$ cat src/rtl/imm_narrower.sv
// imm_narrower: encodes signed 16-bit words as one SHORT or a HIGH/LOW pair of 12-bit immediates
module imm_narrower #(
    parameter int CNT_W = 8
) (
    input  logic             clk,
    input  logic             reset,
    input  logic [15:0]      in_word,
    input  logic             in_valid,
    output logic             in_ready,
    output logic [11:0]      out_imm,
    output logic [1:0]       out_kind,
    output logic             out_valid,
    input  logic             out_ready,
    output logic [CNT_W-1:0] split_count
);
    typedef enum logic [1:0] {IDLE, EMIT_SHORT, EMIT_HIGH, EMIT_LOW} state_t;

    localparam logic [1:0] SHORT = 2'b00;
    localparam logic [1:0] HIGH  = 2'b01;
    localparam logic [1:0] LOW   = 2'b10;

    state_t      state;
    logic [15:0] held;
    logic        fits;

    assign fits = (&in_word[15:11]) | ~(|in_word[15:11]);

    // FSM with all outputs registered; nothing from in_word reaches out_imm combinationally
    always_ff @(posedge clk or posedge reset) begin
        if (reset) begin
            state       <= IDLE;
            held        <= '0;
            in_ready    <= 1'b1;
            out_valid   <= 1'b0;
            out_imm     <= '0;
            out_kind    <= SHORT;
            split_count <= '0;
        end else begin
            case (state)
                IDLE: if (in_valid) begin
                    held      <= in_word;
                    in_ready  <= 1'b0;
                    out_valid <= 1'b1;
                    state     <= fits ? EMIT_SHORT : EMIT_HIGH;
                    out_kind  <= fits ? SHORT : HIGH;
                    out_imm   <= fits ? in_word[11:0] : {8'b0, in_word[15:12]};
                    if (!fits && !(&split_count))
                        split_count <= split_count + 1'b1;
                end
                EMIT_HIGH: if (out_ready) begin
                    state    <= EMIT_LOW;
                    out_kind <= LOW;
                    out_imm  <= held[11:0];
                end
                EMIT_SHORT, EMIT_LOW: if (out_ready) begin
                    state     <= IDLE;
                    out_valid <= 1'b0;
                    in_ready  <= 1'b1;
                end
            endcase
        end
    end
endmodule

$ cat config.mk
export PLATFORM = sky130hd
export DESIGN_NAME = imm_narrower
export DESIGN_NICKNAME = d
export VERILOG_FILES = /design/src/rtl/imm_narrower.sv
export SDC_FILE = /design/constraint.sdc
export NUM_CORES = 1
export LEC_CHECK = 0
export CAP_MARGIN = 20
export CORE_ASPECT_RATIO = 1.75
export CORE_MARGIN = 8
export CORE_UTILIZATION = 35
export CTS_BUF_LIST = sky130_fd_sc_hd__clkbuf_8
export DETAILED_ROUTE_END_ITERATION = 12
export PLACE_DENSITY = 0.62
export SLEW_MARGIN = 25
export SYNTH_ARGS = -nofsm -noshare
export SYNTH_HDL_FRONTEND = slang
export SYNTH_SLANG_ARGS = --single-unit
export TNS_END_PERCENT = 1
$ cat constraint.sdc
create_clock -name clk -period 3.1 [get_ports clk]
set_input_delay 0.62 -clock clk [delete_from_list [all_inputs] [get_ports clk]]
set_output_delay 0.62 -clock clk [all_outputs]
set_load 0.005 [all_outputs]
# == Word-level counts from Yosys, hierarchy flattened ==
# Index checks and enable logic that the tools add are counted.
# totals
input_bits,20
elab_cells,50
output_inout_bits,24
register_bits,38
# classes
n_mux,19
n_bitwise,2
reduce_logical,15
eq_ne,6
addsub,1
# ops
operator,count
2-to-1 mux 12 bit,3
one-hot mux 12 bit (2 select lines),1
2-to-1 mux 2 bit,6
AND reduction 3 bit,4
adder 8 x 1 -> 8 bit (second input constant),1
AND reduction 8 bit,1
!= test 2 bit (second input constant),3
one-hot mux 2 bit (3 select lines),1
2-to-1 mux 1 bit,5
AND reduction 5 bit,1
OR reduction 5 bit,1
== test 2 bit (second input constant),2
one-hot mux 1 bit (2 select lines),2
one-hot mux 2 bit (2 select lines),1
nonzero test 2 bit,2
== test 2 x 1 -> 1 bit (second input constant),1
zero test 1 bit,2
zero test 2 bit,1
AND reduction 2 bit,1
OR reduction 2 bit,1
logical AND 1 bit,1
NOT 1 bit,1
bitwise OR 1 bit,1

# == Longest topological paths before layout ==
# Gate-level depths: netlist of the first run.
# logic_depth
word_depth,6
ltp_mapped,6
depth_no_buf,5

# == Worst setup path before layout of the first run ==
# OpenSTA, ideal clock, no wires.
# synth_timing
kind,input to register
from,input in_word[14]
to,register out_imm[10]
setup_ps,126
t_arrival_ps,1700
cell_stages,5
required_time_ps,2974
n_path_buf,1
slack_ps,1274
path_cell_list,and4_4 -> mux2_2 -> and2_1 -> buf_2 -> a221o_1
# synth_via
elab_chain_len,6
elab_cells_between_ends,7
classes_between,mux (3); bitwise (2); reduce/logical (2)
# synth_lines
item,line_no,text
from (decl),7,"input logic [15:0] in_word,"
OR reduction 5 bit,26,assign fits = (&in_word[15:11]) | ~(|in_word[15:11]);
NOT 1 bit,26,
bitwise OR 1 bit *,26,
2-to-1 mux 12 bit *,46,"out_imm <= fits ? in_word[11:0] : {8'b0, in_word[15:12]};"
2-to-1 mux 12 bit *,40,IDLE: if (in_valid) begin
one-hot mux 12 bit (2 select lines) *,39,case (state)
to (signal assigned),46,
to (signal assigned),53,out_imm <= held[11:0];
to (decl),10,"output logic [11:0] out_imm,"
# Mark *: on every way between the ends. The rest lies on a longest branch, timed or not. The select of a mux whose other input is x is not followed.
# A chain may end at the register's enable or synchronous reset.

# == Final worst setup path of the first run ==
# layout_timing
from,input in_word[11]
to,register out_imm[11]
# layout_via
elab_chain_len,6
elab_cells_between_ends,7
classes_between,mux (3); bitwise (2); reduce/logical (2)
# layout_lines
item,line_no
OR reduction 5 bit,26
NOT 1 bit,26
bitwise OR 1 bit,26
2-to-1 mux 12 bit *,46
2-to-1 mux 12 bit *,40
one-hot mux 12 bit (2 select lines) *,39
# Marked as above.

==> flow_summary_export.csv, run 1 <==
group,metric,value,unit
synth,synthDistinctLibCells,37,
critical_path,endpoint_kind,"register",
floorplanning,rows,34,
synth,netlist.area_leader.share,52.89,%
routing,post-route-drc-count,0,
clocking,cts.sinks,38,
sta,grt_setup_unrepaired,"no",
sta,maxSlewViolCount,0,
synth,yosys_warnings,0,
sta,worstMarginPinSlew,0.6678,ns
routing,dr.pass1.iters,4,
power,irDropWorstVdd,0.6474,mV
power,p_per_area,899.5,mW/mm2
clocking,root_buffer,"clkbuf_8",
placement,portBuffers,43,
clocking,post_cts_resized,0,
floorplanning,die_width,69.46,um
sta,final-setup-viol-count,0,
critical_path,criticalPathCategory,"in2reg",
outcome,status,"complete, no violations",
routing,vias_per_cell,5.191,
clocking,postCtsHoldBufs,0,
routing,wl,4447,um
global_route,grt_overflow,0,
hold_path,hold_path.class,"reg2reg",
final_layout,design_area,0.002325,mm2
final_layout,finalNonFillerCells,272,
critical_path,cpPeakStageDelay,0.51,ns
final_layout,diodes,0,
clocking,clock_latency,0.28,ns
sta,min_period,2.374,ns
floorplanning,dieArea,0.007609,mm2
placement,gp_congestion,0.7916,
global_route,grt_start_max_net_pins,39,
synth,yosys-top-cells-count,"nand2_1, dfrtp_1, and3_1",
critical_path,critPathTopFamily,"simple AND/OR/NAND/NOR gates",
sta,timing.hold.ws,0.4615,ns
clocking,h-tree-depth,2,
global_route,grt_pass1_vias,1588,
job,max_cap_viol_count,0,
synth,synth_area,0.001750,mm2
placement,dp_hpwl,3286,um
synth,synth-edff-count,0,
synth,post-synth-top-area-cell,"dfrtp_1",
placement,placed_cells,265,
final_layout,syn_to_final_growth,32.81,%
routing,drtIter0Drc,48,
critical_path,slowest_stage,"clkdlybuf4s50_1",
critical_path,crit_required,3.32,ns
critical_path,worst-path-buf-inv,1,
global_route,grt_pass1_wl,7624,um
final_layout,seq_area,952.2,um2
placement,pre_cts_ws,0.4056,ns
synth,ys.flop_type,"dfrtp_1",
synth,ys_ff_latch,38,
floorplanning,core,0.004892,mm2
sta,tns,0,ns
placement,postPlaceCellArea,0.002246,mm2
clocking,clockBufferDepth,2,
global_route,track_usage,12.27,%
clocking,numCtsBuffers,5,
final_layout,multi_input_area,747.0,um2
final_layout,filler_cell_count,477,
synth,yosysMostFrequentCell,"nand2_1",
floorplanning,pin_count,44,
sta,finalHoldViolCount,0,
critical_path,worstPathMaxFanout,12,
floorplanning,initial_core_util,35.78,%
clocking,tritoncts,"done",
critical_path,crit_path_start_kind,"input port",
floorplanning,die_h,109.6,um
clocking,post_cts_buffers,0,
synth,async_reset_ff_share,100.0,%
global_route,antenna_found_initial,0,
sta,fin_crit_sh,76.58,%
synth,syn_avg_cell_area,10.30,um2
sta,fmax,0.4212,GHz
final_layout,nNetsFinal,239,
sta,post-route-worst-setup-slack,0.7259,ns
routing,ant_nets,0,
routing,post_drt_wl_per_cell,16.35,um
synth,synth_seq_area_share,54.40,%
critical_path,cp_data_arrival_time,2.60,ns
clocking,clk_pin_slew,0.07,ns
power,power.leakage,1.096,nW
sta,slew_headroom,55.48,%
sta,clock_skew,0.008724,ns
final_layout,drive_gt1_share,10.09,%
synth,mappedNetlistNets,191,
critical_path,path_cells,"clkdlybuf4s50_1 > nor4_1 > mux2_2 > and2_1 > a221o_1",
routing,vias,1412,
synth,synth_area_leaders,"dfrtp_1, nand2_1, a221o_1",
synth,synthCells,170,
==> final timing paths <==
kind	start	to	slack (ns)	depth (start not counted)
max in group asynchronous	reset	in_ready	1.99	3
max	in_word[11]	out_imm[11]	0.73	5
min reg2reg	in_ready	in_ready	0.46	2
min in group asynchronous	reset	held[8]	0.75	3
max reg2reg	state[0]	out_imm[11]	1.06	4
min	in_ready	in_ready	0.46	2
==> metrics by stage <==
stage          power (mW)  util, %
6_report            2.091    47.52
5_1_grt             2.273    47.52
4_1_cts             2.133    47.52
3_5_place_dp        1.809    45.91
3_3_place_gp        1.791    45.91
2_1_floorplan       1.315        -
==> worst min-delay path: stages, from the launching register on <==
cell and delay [ns]:
dfstp_2 0.37, nand2_1 0.05, nand2_1 0.04
==> cell usage in the layout (no fill, tap or decap), drive strengths merged <==
cell type / n
a211oi: 1
a21o: 2
a21oi: 4
a221o: 8
a221oi: 3
a22o: 1
a31oi: 1
and2: 1
and3: 9
and4: 1
buf: 6
clkbuf: 5
clkdlybuf4s50: 43
clkinv: 2
dfrtp: 37
dfstp: 1
ha: 1
inv: 1
mux2: 2
nand2: 48
nand2b: 1
nand3: 3
nand3b: 1
nand4: 2
nor2: 7
nor2b: 1
nor3: 7
nor3b: 1
nor4: 4
nor4b: 2
o21a: 1
o21ai: 3
or3b: 1
xor2: 7
==> cell families after synthesis <==
| kind of cell | share of synthesized area [%] |
|---|---|
| flops | 54.40 |
| mux | 1.287 |
| simple gates | 26.52 |
| xor+xnor | 3.503 |
| buf+inv | 2.930 |
| compound gates | 10.65 |
| fa+ha+maj | 0.7147 |
==> sequential cells by signal, indices dropped and copies added, names as in the netlist <==
signal and flops:
out_imm 12, out_valid 1, split_count 8, out_kind 2
state 2, in_ready 1, held 12
==> metal layers <==
| layer | vias to the layer above | track usage (%) | share of wire, % |
|---|---|---|---|
| li1 | 700 | - | - |
| met1 | 684 | 13.11 | 39 |
| met2 | 24 | 22.30 | 56 |
| met3 | 4 | 2.800 | 3.8 |
| met4 | 0 | 5.891 | 1.4 |
| met5 | - | 0 | 0 |
==> final cells by class <==
type                    count  share of cell area [%]
well taps                  54                   2.906
clock inverters             2                  0.4306
multi-input cells         123                   32.13
inverters                   1                  0.1615
flip-flops and latches     38                   40.96
repair buffers             49                   20.45
clock buffers               5                   2.960
==> power by group <==
| group | internal [mW] | total (mW) | switching [mW] |
|---|---|---|---|
| Combinational | 0.490 | 0.859 | 0.369 |
| Clock | 0.151 | 0.314 | 0.164 |
| Sequential | 0.735 | 0.918 | 0.183 |
| Total | 1.38 | 2.09 | 0.715 |
No activity file was read; power rests on OpenSTA's default activity.
==> inputs of run 2 (changes only) <==
- clock period: 3.1 -> 2.3 ns (I/O delays scaled with it)
==> run 2 against run 1 <==
  * Critical path depth rose by 1
  * Largest cell class unchanged
  * Global-route usage down 0.30 points
  * Highest routed layer unchanged
  * Register-to-register slack got worse by 0.66 ns
  * Wire length shrank 0.25%
==> flow_summary_export.csv, run 2 (synthesis results as in run 1) <==
group,metric,value,unit
sta,grt_setup_unrepaired,"no",
critical_path,criticalPathCategory,"in2reg",
clocking,root_buffer,"clkbuf_8",
floorplanning,pin_count,44,
power,power.leakage,1.154,nW
power,p_per_area,1220,mW/mm2
sta,min_period,2.001,ns
critical_path,endpoint_kind,"register",
routing,vias_per_cell,5.138,
critical_path,cpPeakStageDelay,0.50,ns
floorplanning,rows,34,
clocking,numCtsBuffers,5,
final_layout,nNetsFinal,249,
routing,vias,1454,
placement,gp_congestion,0.8255,
routing,wl,4436,um
final_layout,final_core_util,50.03,%
power,irDropWorstVdd,0.7868,mV
placement,portBuffers,43,
power,total_power,2.986,mW
sta,fin_crit_sh,87.02,%
final_layout,final_cell_mix,"nand2_1, clkdlybuf4s50_1, dfrtp_1",
final_layout,syn_to_final_growth,39.81,%
global_route,grt_overflow,0,
final_layout,drive_gt1_share,14.41,%
critical_path,worst-path-buf-inv,2,
critical_path,worstPathMaxFanout,8,
critical_path,cp_data_arrival_time,2.17,ns
floorplanning,core,0.004892,mm2
job,max_cap_viol_count,0,
global_route,antenna_found_initial,0,
sta,maxSlewViolCount,0,
critical_path,critPathTopFamily,"buffers and inverters",
clocking,post_cts_buffers,0,
clocking,postCtsHoldBufs,0,
clocking,h-tree-depth,2,
sta,clock_skew,0.008299,ns
clocking,clock_latency,0.30,ns
placement,dp_hpwl,3372,um
final_layout,diodes,0,
routing,post_drt_wl_per_cell,15.67,um
routing,drtIter0Drc,52,
routing,dr.pass1.iters,4,
final_layout,seq_area,952.2,um2
clocking,tritoncts,"done",
sta,slew_headroom,52.01,%
clocking,cts.sinks,38,
critical_path,slowest_stage,"nor4_1",
critical_path,crit_path_start_kind,"input port",
critical_path,path_cells,"clkdlybuf4s50_1 > nor4_1 > mux2_2 > buf_4 > nor4b_1 > xor2_1",
global_route,grt_pass1_vias,1497,
floorplanning,dieArea,0.007609,mm2
final_layout,final_common_cell,"nand2_1",
hold_path,hold_path.class,"reg2reg",
global_route,track_usage,11.97,%
clocking,clk_pin_slew,0.07,ns
floorplanning,initial_core_util,35.78,%
final_layout,multi_input_area,747.0,um2
floorplanning,die_width,69.46,um
final_layout,top_regs,"held: 12 flops, out_imm: 12 flops, split_count: 8 flops",
floorplanning,die_h,109.6,um
clocking,clockBufferDepth,2,
sta,tns,0,ns
global_route,grt_pass1_wl,7251,um
final_layout,filler_cell_count,447,
global_route,grt_start_max_net_pins,39,
outcome,status,"complete, no violations",
sta,finalHoldViolCount,0,
sta,final-setup-viol-count,0,
sta,worstMarginPinSlew,0.7184,ns
critical_path,crit_required,2.46,ns
clocking,post_cts_resized,0,
routing,post-route-drc-count,0,
sta,fmax,0.4996,GHz
routing,ant_nets,0,
run 2: cell types whose count changed in the layout (fill, tap and decap cells not counted), sizes merged:
cell and change:
clkinv -2, clkinvlp +2, buf +10, bufinv +1
run 2: final cells by class:
class,count,area share [%]
repair buffers,59,23.01
flip-flops and latches,38,38.91
multi-input cells,123,30.52
clock buffers,5,2.812
inverters,1,0.1534
clock inverters,3,1.840
well taps,54,2.761
run 2: where the power goes:
part / total [mW] / switching (mW) / internal (mW)
Clock: 0.573 / 0.250 / 0.323
Combinational: 1.18 / 0.500 / 0.683
Sequential: 1.23 / 0.241 / 0.990
Total: 2.99 / 0.992 / 1.99
run 2: path summary, 6_finish.rpt:
path                       slack (ns)  depth (start not counted)         from              to
min reg2reg                      0.46                          2     in_ready        in_ready
max in group asynchronous        1.37                          3        reset        in_ready
min                              0.46                          2     in_ready        in_ready
max                              0.30                          6  in_word[11]  split_count[2]
max reg2reg                      0.40                          4     state[1]     out_imm[10]
min in group asynchronous        0.56                          3        reset      out_imm[7]
run 2: per-stage QoR:
step           area [um2]  cells  hold slack (ns)  setup WS (ns)
3_3_place_gp         2333    275           0.4483        0.06603
4_1_cts              2447    283           0.4685         0.3373
6_report             2447    283           0.4638         0.2986
2_1_floorplan        1750    170           0.4374         0.6336
3_5_place_dp         2333    275           0.4537        0.02540
5_1_grt              2447    283           0.4730         0.1400
run 2: worst min-delay path, delay by kind of cell (launching register included):
family	cells	cell delay, ns
flip-flops	1	0.37
AND/OR/NAND/NOR	2	0.10
run 2: per-layer routing:
metal	GRT usage (%)	vias to the layer above	wire, um
met5	0	-	0
met4	7.953	0	129
met3	2.981	9	174
met2	21.18	36	2343
met1	12.29	693	1789
li1	-	716	-
